File: src/rtl/alu_issue.sv
// alu_issue: RV32I ALU/branch decode and issue stage with a valid/ready handshake on both sides.
// Ports: clk, rst (async, active-high); in_valid/in_ready, instr, rs1_data, rs2_data;
//        out_valid/out_ready, A, B, S, illegal, illegal_cnt.
// Build option: ALU_ISSUE_SKID_EN adds a one-entry skid buffer and a registered in_ready.
module alu_issue #(
  parameter int CNT_W = 16
) (
  input  logic             clk,
  input  logic             rst,
  input  logic             in_valid,
  output logic             in_ready,
  input  logic [31:0]      instr,
  input  logic [31:0]      rs1_data,
  input  logic [31:0]      rs2_data,
  output logic             out_valid,
  input  logic             out_ready,
  output logic [31:0]      A,
  output logic [31:0]      B,
  output logic [5:0]       S,
  output logic             illegal,
  output logic [CNT_W-1:0] illegal_cnt
);

  typedef struct packed {
    logic [31:0] a;
    logic [31:0] b;
    logic [5:0]  s;
    logic        ill;
  } op_t;

  op_t        dec;
  op_t        out_q;
  logic [6:0] opc;
  logic [2:0] f3;
  logic [6:0] f7;
  logic       in_fire;
  logic       out_fire;
  logic       unused;

  assign opc      = instr[6:0];
  assign f3       = instr[14:12];
  assign f7       = instr[31:25];
  assign unused   = ^{instr[19:15], instr[11:7]};
  assign in_fire  = in_valid && in_ready;
  assign out_fire = out_valid && out_ready;

  assign A       = out_q.a;
  assign B       = out_q.b;
  assign S       = out_q.s;
  assign illegal = out_q.ill;

  // Anything not recognised falls through as an illegal op with raw operands.
  always_comb begin
    dec.a   = rs1_data;
    dec.b   = rs2_data;
    dec.s   = 6'd0;
    dec.ill = 1'b1;
    case (opc)
      7'b0110011: begin
        if (f7 == 7'b0000000 ||
            (f7 == 7'b0100000 && (f3 == 3'b000 || f3 == 3'b101))) begin
          dec.s   = {instr[30], f3, 2'b01};
          dec.ill = 1'b0;
        end
      end
      7'b0010011: begin
        if (f3 == 3'b001 || f3 == 3'b101) begin
          // Shifts: only SRAI may carry funct7 = 0100000.
          if (f7 == 7'b0000000 ||
              (f3 == 3'b101 && f7 == 7'b0100000)) begin
            dec.b   = {27'd0, instr[24:20]};
            dec.s   = {f3[2] & instr[30], f3, 2'b01};
            dec.ill = 1'b0;
          end
        end else begin
          // Immediate bit 30 is data here, never the SUB select.
          dec.b   = {{20{instr[31]}}, instr[31:20]};
          dec.s   = {1'b0, f3, 2'b01};
          dec.ill = 1'b0;
        end
      end
      7'b1100011: begin
        if (f3[2:1] != 2'b01) begin
          dec.s   = {1'b1, f3, 2'b11};
          dec.ill = 1'b0;
        end
      end
      default: ;
    endcase
  end

`ifdef ALU_ISSUE_SKID_EN
  op_t  skid_q;
  logic skid_v;

  // Registered ready: upstream sees backpressure one cycle late,
  // the skid entry absorbs the op that was in flight.
  assign in_ready = !skid_v;

  always_ff @(posedge clk or posedge rst) begin
    if (rst) begin
      out_q     <= '0;
      out_valid <= 1'b0;
      skid_q    <= '0;
      skid_v    <= 1'b0;
    end else if (skid_v) begin
      if (out_ready) begin
        out_q  <= skid_q;
        skid_v <= 1'b0;
      end
    end else if (in_fire) begin
      if (!out_valid || out_ready) begin
        out_q     <= dec;
        out_valid <= 1'b1;
      end else begin
        skid_q <= dec;
        skid_v <= 1'b1;
      end
    end else if (out_ready) begin
      out_valid <= 1'b0;
    end
  end
`else
  assign in_ready = !out_valid || out_ready;

  always_ff @(posedge clk or posedge rst) begin
    if (rst) begin
      out_q     <= '0;
      out_valid <= 1'b0;
    end else if (in_fire) begin
      out_q     <= dec;
      out_valid <= 1'b1;
    end else if (out_ready) begin
      out_valid <= 1'b0;
    end
  end
`endif

  always_ff @(posedge clk or posedge rst) begin
    if (rst) begin
      illegal_cnt <= '0;
    end else if (out_fire && out_q.ill) begin
      illegal_cnt <= illegal_cnt + 1'b1;
    end
  end

endmodule
File: config.mk
export PLATFORM = sky130hd
export DESIGN_NAME = alu_issue
export DESIGN_NICKNAME = d
export VERILOG_FILES = /design/src/rtl/alu_issue.sv
export SDC_FILE = /design/constraint.sdc
export NUM_CORES = 1
export LEC_CHECK = 0
export ABC_AREA = 0
export ABC_CLOCK_PERIOD_IN_PS = 4900
export BUFFER_PORTS_ARGS = -buffer_cell sky130_fd_sc_hd__clkbuf_2
export CORE_MARGIN = 3
export CORE_UTILIZATION = 49
export CTS_CLUSTER_DIAMETER = 200
export DETAILED_ROUTE_END_ITERATION = 7
export MAX_ROUTING_LAYER = met4
export PLACE_DENSITY = 0.92
export SETUP_SLACK_MARGIN = 0.15
export SLEW_MARGIN = 10
export SYNTH_ARGS = -nofsm -noshare
export SYNTH_HDL_FRONTEND = slang
export SYNTH_SLANG_ARGS = --single-unit
File: constraint.sdc
create_clock -name clk -period 4.9 [get_ports clk]
set_input_delay 0.98 -clock clk [delete_from_list [all_inputs] [get_ports clk]]
set_output_delay 0.98 -clock clk [all_outputs]
set_load 0.02 [all_outputs]
# --- After elaboration in Yosys (flattened, before gate mapping) ---
# Cells that the tools add are included.
op_classes:
  eq_ne: 7
  reduce_logical: 14
  n_mux: 8
  n_addsub: 1
  bitwise_logic: 1
op_table:
  columns: ["op", "count"]
  rows:
  - ["39-bit two-way mux", 2]
  - ["32-bit two-way mux", 1]
  - ["7-bit case mux with 3 select lines", 1]
  - ["16-bit by 1-bit adder with 16-bit output (second input constant)", 1]
  - ["7-bit by 6-bit equality test with 1-bit output (second input constant)", 2]
  - ["7-bit two-way mux", 2]
  - ["7-bit by 5-bit equality test with 1-bit output (second input constant)", 1]
  - ["7-bit equality test (second input constant)", 1]
  - ["7-bit logical NOT", 1]
  - ["1-bit logical AND", 5]
  - ["1-bit logical OR", 5]
  - ["3-bit by 1-bit equality test with 1-bit output (second input constant)", 1]
  - ["3-bit equality test (second input constant)", 1]
  - ["3-bit logical NOT", 1]
  - ["1-bit two-way mux", 2]
  - ["2-bit by 1-bit != test with 1-bit output (second input constant)", 1]
  - ["2-bit nonzero test", 1]
  - ["1-bit bitwise AND", 1]
  - ["1-bit logical NOT", 1]
word_totals:
  out_inout_bits: 89
  inputBits: 100
  elab_cells: 37
  regBits: 88

# --- Longest topological paths before layout ---
# Gate-level depths: netlist of run 1.
depth:
  ltp_word: 6
  depth_mapped: 7
  ltp_nobuf: 5

# --- Worst setup path after synthesis of run 1 ---
# Ideal clock, no wire load.
synth_path:
  path_kind: "input port to flip-flop"
  startpoint: "in instr[25]"
  endpoint: "reg out_q, in the netlist B[11]"
  required_time_ns: 4.763
  setup_ns: 0.137
  setup_slack_ns: 2.422
  stages: 5
  arrival_time_ns: 2.341
  path_cell_list: "or4_4 > o41a_4 > buf_6 > o21ai_1 > a21oi_1"
synth_between:
  elab_chain_cells: 6
  elab_cells_between_ends: 7
synth_rtl:
  columns: ["item", "line", "source"]
  rows:
  - ["start: declaration", "12", "input logic [31:0] instr,"]
  - ["7-bit by 6-bit equality test with 1-bit output", "70", "(f3 == 3'b101 && f7 == 7'b0100000)) begin"]
  - ["1-bit logical AND", "70", null]
  - ["1-bit logical OR *", "69", "if (f7 == 7'b0000000 ||"]
  - ["39-bit two-way mux *", "69", null]
  - ["39-bit two-way mux *", "67", "if (f3 == 3'b001 || f3 == 3'b101) begin"]
  - ["32-bit two-way mux *", "58", "case (opc)"]
  - ["end signal: assignment", "128", "out_q <= '0;"]
  - ["end signal: assignment", "131", "out_q <= dec;"]
  - ["end: declaration", "32", "op_t out_q;"]
# Every way passes the cells marked *; elsewhere a longest branch is shown, timed or not.
# A chain may end at the register's enable or synchronous reset.

# --- Worst setup path in the final report of run 1 ---
layout_path:
  startpoint: "in out_ready"
  endpoint: "out in_ready"
layout_between:
  elab_chain_cells: 1
layout_rtl:
  columns: ["item", "line", "source"]
  rows:
  - ["start: declaration", "16", "input logic out_ready,"]
  - ["1-bit logical OR", "124", "assign in_ready = !out_valid || out_ready;"]
  - ["end: declaration", "11", "output logic in_ready,"]
# Every way passes these cells.

==> results of run 1 <==
synthesized netlist by cell type (3+ instances only):
cell type / n
dfrtp_1: 88
inv_1: 4
a21oi_1: 41
a31oi_1: 5
nand2_1: 108
xnor2_1: 9
clkbuf_1: 15
nor2_1: 40
nand3_1: 9
o21ai_2: 3
xor2_1: 7
nand4_1: 4
o21ai_1: 27
buf_6: 3
o21ai_0: 5
buf_1: 4
and4_1: 3
nand2b_1: 4
and2_1: 3
final timing paths:
kind	from	endpoint	slack [ps]	cells after the start
setup / recovery	out_ready	in_ready	2270	4
hold / removal	illegal_cnt[15]	illegal_cnt[15]	470	1
setup reg to reg	out_valid	B[17]	2760	6
hold reg to reg	illegal_cnt[15]	illegal_cnt[15]	470	1
max in group asynchronous	rst	A[5]	3150	3
min in group asynchronous	rst	illegal_cnt[14]	700	2
power by group:
group | total (mW) | internal (mW) | switching (mW)
combinational | 0.442 | 0.158 | 0.285
sequential | 0.889 | 0.819 | 0.0709
clock | 0.561 | 0.307 | 0.254
cells by family (layout without fill, tap and decap cells):
logic type | count (synthesis) | count (layout) | synth area share (%)
adders and majority gates | 1 | 1 | 0.326
xor gates and xnor gates | 16 | 16 | 3.66
and+or+nand+nor | 187 | 187 | 21.4
buffers and inverters | 26 | 200 | 3.13
muxes | 1 | 1 | 0.294
DFF | 88 | 88 | 57.4
AOI/OAI and AO/OA | 89 | 89 | 13.7
per-stage QoR:
step | area (um^2) | hold slack (ps) | setup slack, ps
after floorplan | 3830 | 578 | 1640
final | 4990 | 472 | 2270
after CTS | 4990 | 474 | 2270
after detailed placement | 4760 | 460 | 2070
after global placement | 4760 | 454 | 2100
after global routing | 4990 | 500 | 2190
final cells by class:
type,instances,area share [%]
sequential,88,44.1
inverter,4,0.326
multi-input combinational,294,30.4
clock buffer,11,2.83
tap,99,2.48
clock inverter,5,1.78
timing repair buffer,180,18.1
sequential cells by signal, summed over array words and instances (netlist names):
| signal | count |
|---|---|
| out_valid | 1 |
| A | 32 |
| illegal | 1 |
| illegal_cnt | 16 |
| B | 32 |
| S | 6 |
metal layers:
metal	vias to the layer above	part of all wire, %	global-route usage, %
li1	1708	-	-
met1	1646	41	28.6
met2	160	51	40.4
met3	10	7.5	4.22
met4	0	0.88	7.33
met5	-	0	-
worst reg2reg max path, delay by kind of cell, from the launching register on:
kind                   cells  cell delay, ps
flip-flops                 1             430
AO/OA/AOI/OAI              2             450
buffers and inverters      2             420
AND/OR/NAND/NOR            2             720
==> results.cfg, run 1 <==
[place]
io_buffers = 178
place_hpwl_mm = 7.39
routabilityCongestion = 0.822
dp.cells = 665

[pwr]
power.leakage_nw = 2.61
p_total_mw = 1.89
max-vdd-ir-drop_mv = 0.210
power_density_mw_per_mm2 = 379

[cells_and_area]
final_util_pct = 67.4
layout_commonest_cell = clkbuf_2
final_cells = 681
multiInputGateArea_mm2 = 0.00152
fin_nets = 678
seq_area_mm2 = 0.00220
area_growth_pct = 30.3
drive_gt1_share_pct = 35.6
num_antenna_cells = 0
fill_cells = 614
final_cell_mix = clkbuf_2, nand2_1, dfrtp_1

[run]
cap_violations = 0

[critical_path]
crit_path_end_kind = output port
arrival_ps = 1650
worstPathMaxFanout = 4
cp_data_required_time_ps = 3920
crit_chain = clkbuf_2 > nor2b_1 > inv_1 > clkbuf_2
critPathBufInv = 3
critPathMostFrequentCell = clkbuf_2
worst_path_largest_cell_delay_ps = 240
crit_slowest_cell = nor2b_1
critical_path_class = in -> out
cp-start-kind = primary input
path_delay_family = buffers and inverters

[logic_synthesis]
synth_area_leaders = dfrtp_1, nand2_1, a21oi_1, nor2_1, o21ai_1
synth.cell_area_mm2 = 0.00383
ys_types = 41
yosys.area.top_type = dfrtp_1
yosysWarningCount = 0
yosysSeqAreaShare_pct = 57.4
syn_area_per_cell_um2 = 9.40
synth_cells = 408
synthesis.nets = 509
ys.flop_type = dfrtp_1
synth-edff-count = 0
ys_ff_latch = 88
synth_top_cell_area_share_pct = 57.4
async_flop_share_pct = 100

[route]
viasPerCell = 5.17
wl_per_cell_um = 14.7
detailroute.via_count = 3524
drtAntennaViolNets = 0
drt-initial-drc-count = 102
remaining_drc_errors = 0
drt-total-wl_mm = 10.0
dr.pass1.iters = 4

[outcome]
outcome = finished, final reports clean

[timing]
rsz0062_at_grt = false
min_period_ps = 2630
setup-tns-final_ps = 0
final_hold_viol_count = 0
relSlewSlack_pct = 21.8
fin_crit_sh_pct = 53.6
slew_viol_final = 0
setup_viol = 0
tightest_slew_ps = 1170
clock_skew_ps = 12.8
fmax_mhz = 381

[cts]
holdBufCountCts = 0
path_clk_slew_ps = 90
cts_made_buffers = 9
cts_resized = 0
cts_tree = yes
root_buffer = clkbuf_8
insertion_delay_ps = 340
h-tree-depth = 3
cts_setup_buffers = 0
clock_sinks = 88
cts_max_path_buffers = 2

[die]
die_w_um = 94.5
die_y_um = 94.5
num_rows = 31
initial_core_util_pct = 51.7
fp.coreArea_mm2 = 0.00741
io_pins = 189
fp.dieArea_mm2 = 0.00892

[global_route]
grt_util_all_layers_pct = 23.6
grt_pass1_vias = 3528
overflow = 0
grt_max_degree = 67
antenna_found_initial = 0
grt_pass1_wl_mm = 16.2

[min_path]
hp-class = reg -> reg
Power figures use the tool's default switching activity.
==> run 2, diff against run 1 <==
- ABC_CLOCK_PERIOD_IN_PS: 4900 -> 2500
- CORE_UTILIZATION: 49 -> 46
- PLACE_DENSITY: 0.92 -> 0.87
- clock period: 4.9 -> 2.5 ns (I/O delays scaled with it)
==> results.cfg, run 2 (same netlist as run 1, synthesis figures left out) <==
[timing]
tightest_slew_ps = 628
rsz0062_at_grt = false
setup_viol = 0
fin_crit_sh_pct = 80.5
setup-tns-final_ps = 0
min_period_ps = 2010
clock_skew_ps = 12.8
slew_viol_final = 0
relSlewSlack_pct = 57.8
final_hold_viol_count = 0
fmax_mhz = 497

[critical_path]
r2r_start = out_valid
rrSetupSlack_ps = 490
worst_path_largest_cell_delay_ps = 510
crit_path_end_kind = flop
crit_chain = nor2b_1 > inv_1 > and2_2 > buf_4 > nor2_1 > a21oi_1
critPathBufInv = 2
path_delay_family = simple AND/OR/NAND/NOR gates
worstPathMaxFanout = 40
cp-start-kind = flop
crit_slowest_cell = and2_2
rr_worst_depth = 6
critical_path_class = reg -> reg
reg2reg_to = B[28]
cp_data_required_time_ps = 2760
arrival_ps = 2270

[die]
initial_core_util_pct = 48.6
die_y_um = 97.3
die_w_um = 97.3
fp.dieArea_mm2 = 0.00947
fp.coreArea_mm2 = 0.00789
io_pins = 189
num_rows = 32

[global_route]
overflow = 0
grt_util_all_layers_pct = 22.6
grt_max_degree = 89
grt_pass1_vias = 3649
antenna_found_initial = 0
grt_pass1_wl_mm = 17.3

[cells_and_area]
final_cell_mix = clkbuf_2, nand2_1, dfrtp_1
drive_gt1_share_pct = 35.9
fin_nets = 684
fill_cells = 645
num_antenna_cells = 0
area_growth_pct = 32.3
layout_commonest_cell = clkbuf_2

[cts]
cts_setup_buffers = 0
root_buffer = clkbuf_8
clock_sinks = 88
insertion_delay_ps = 340
cts_tree = yes
cts_max_path_buffers = 2
cts_made_buffers = 9
path_clk_slew_ps = 90
h-tree-depth = 3
holdBufCountCts = 0
cts_resized = 0

[outcome]
outcome = finished, final reports clean

[route]
detailroute.via_count = 3562
remaining_drc_errors = 0
viasPerCell = 5.17
wl_per_cell_um = 14.9
drt-total-wl_mm = 10.3
drtAntennaViolNets = 0
dr.pass1.iters = 4
drt-initial-drc-count = 124

[pwr]
p_sw_mw = 1.19
power_density_mw_per_mm2 = 744
power.leakage_nw = 2.64
combPwrFrac_pct = 23.4
p_sw_share_pct = 31.5
power_frac_seq_pct = 46.1
max-vdd-ir-drop_mv = 0.341
p_total_mw = 3.77
p_int_mw = 2.58
power_frac_clock_pct = 30.5

[run]
cap_violations = 0

[place]
place_hpwl_mm = 7.64
io_buffers = 178
routabilityCongestion = 0.859

[min_path]
hp-class = in -> async
run 2: worst max-delay path by stage:
stage / end / slack [ps] / cells after the start / start
finish: B[28] / 490 / 6 / out_valid
global route: B[28] / 280 / 6 / out_valid
CTS: B[28] / 470 / 6 / out_valid
detailed placement: B[30] / 240 / 5 / instr[25]
global placement: B[31] / 290 / 5 / instr[25]
floorplan: B[11] / 500 / 5 / instr[25]
run 2: area by class of cell:
class	instances	area [um^2]	area share, %
clock buffers	10	128	2.52
clock inverters	5	106	2.10
inverters	4	18.8	0.370
multi-input cells	294	1510	29.8
flip-flops and latches	88	2200	43.4
well taps	102	128	2.52
repair buffers	186	976	19.2
run 2: per-stage QoR:
step	instance area, um^2	hold slack [ps]	setup slack, ps	utilization [%]	instances
after floorplan	3840	578	502	-	408
after global placement	4840	457	291	61.3	674
after detailed placement	4840	461	235	61.3	674
after CTS	5070	288	472	64.3	689
after global routing	5070	294	278	64.3	689
final	5070	279	488	64.3	689
run 2: worst min-delay path, cell delays in order:
cell,delay (ps)
clkbuf_2,100
clkinvlp_4,80
buf_12,380
run 2: power by group through the flow:
stage | logic, mW | registers [mW] | clock network (mW)
floorplan | 0.306 | 1.98 | 0
finish | 0.882 | 1.74 | 1.15
global placement | 0.863 | 1.75 | 0
CTS | 0.893 | 1.74 | 1.17
detailed placement | 0.888 | 1.76 | 0
global route | 0.965 | 1.77 | 1.26
run 2: per-layer routing:
layer | GRT usage (%) | routed length (um)
met5 | - | 0
met1 | 28.4 | 4140
met4 | 7.14 | 70
met3 | 5.89 | 942
met2 | 36.2 | 5120
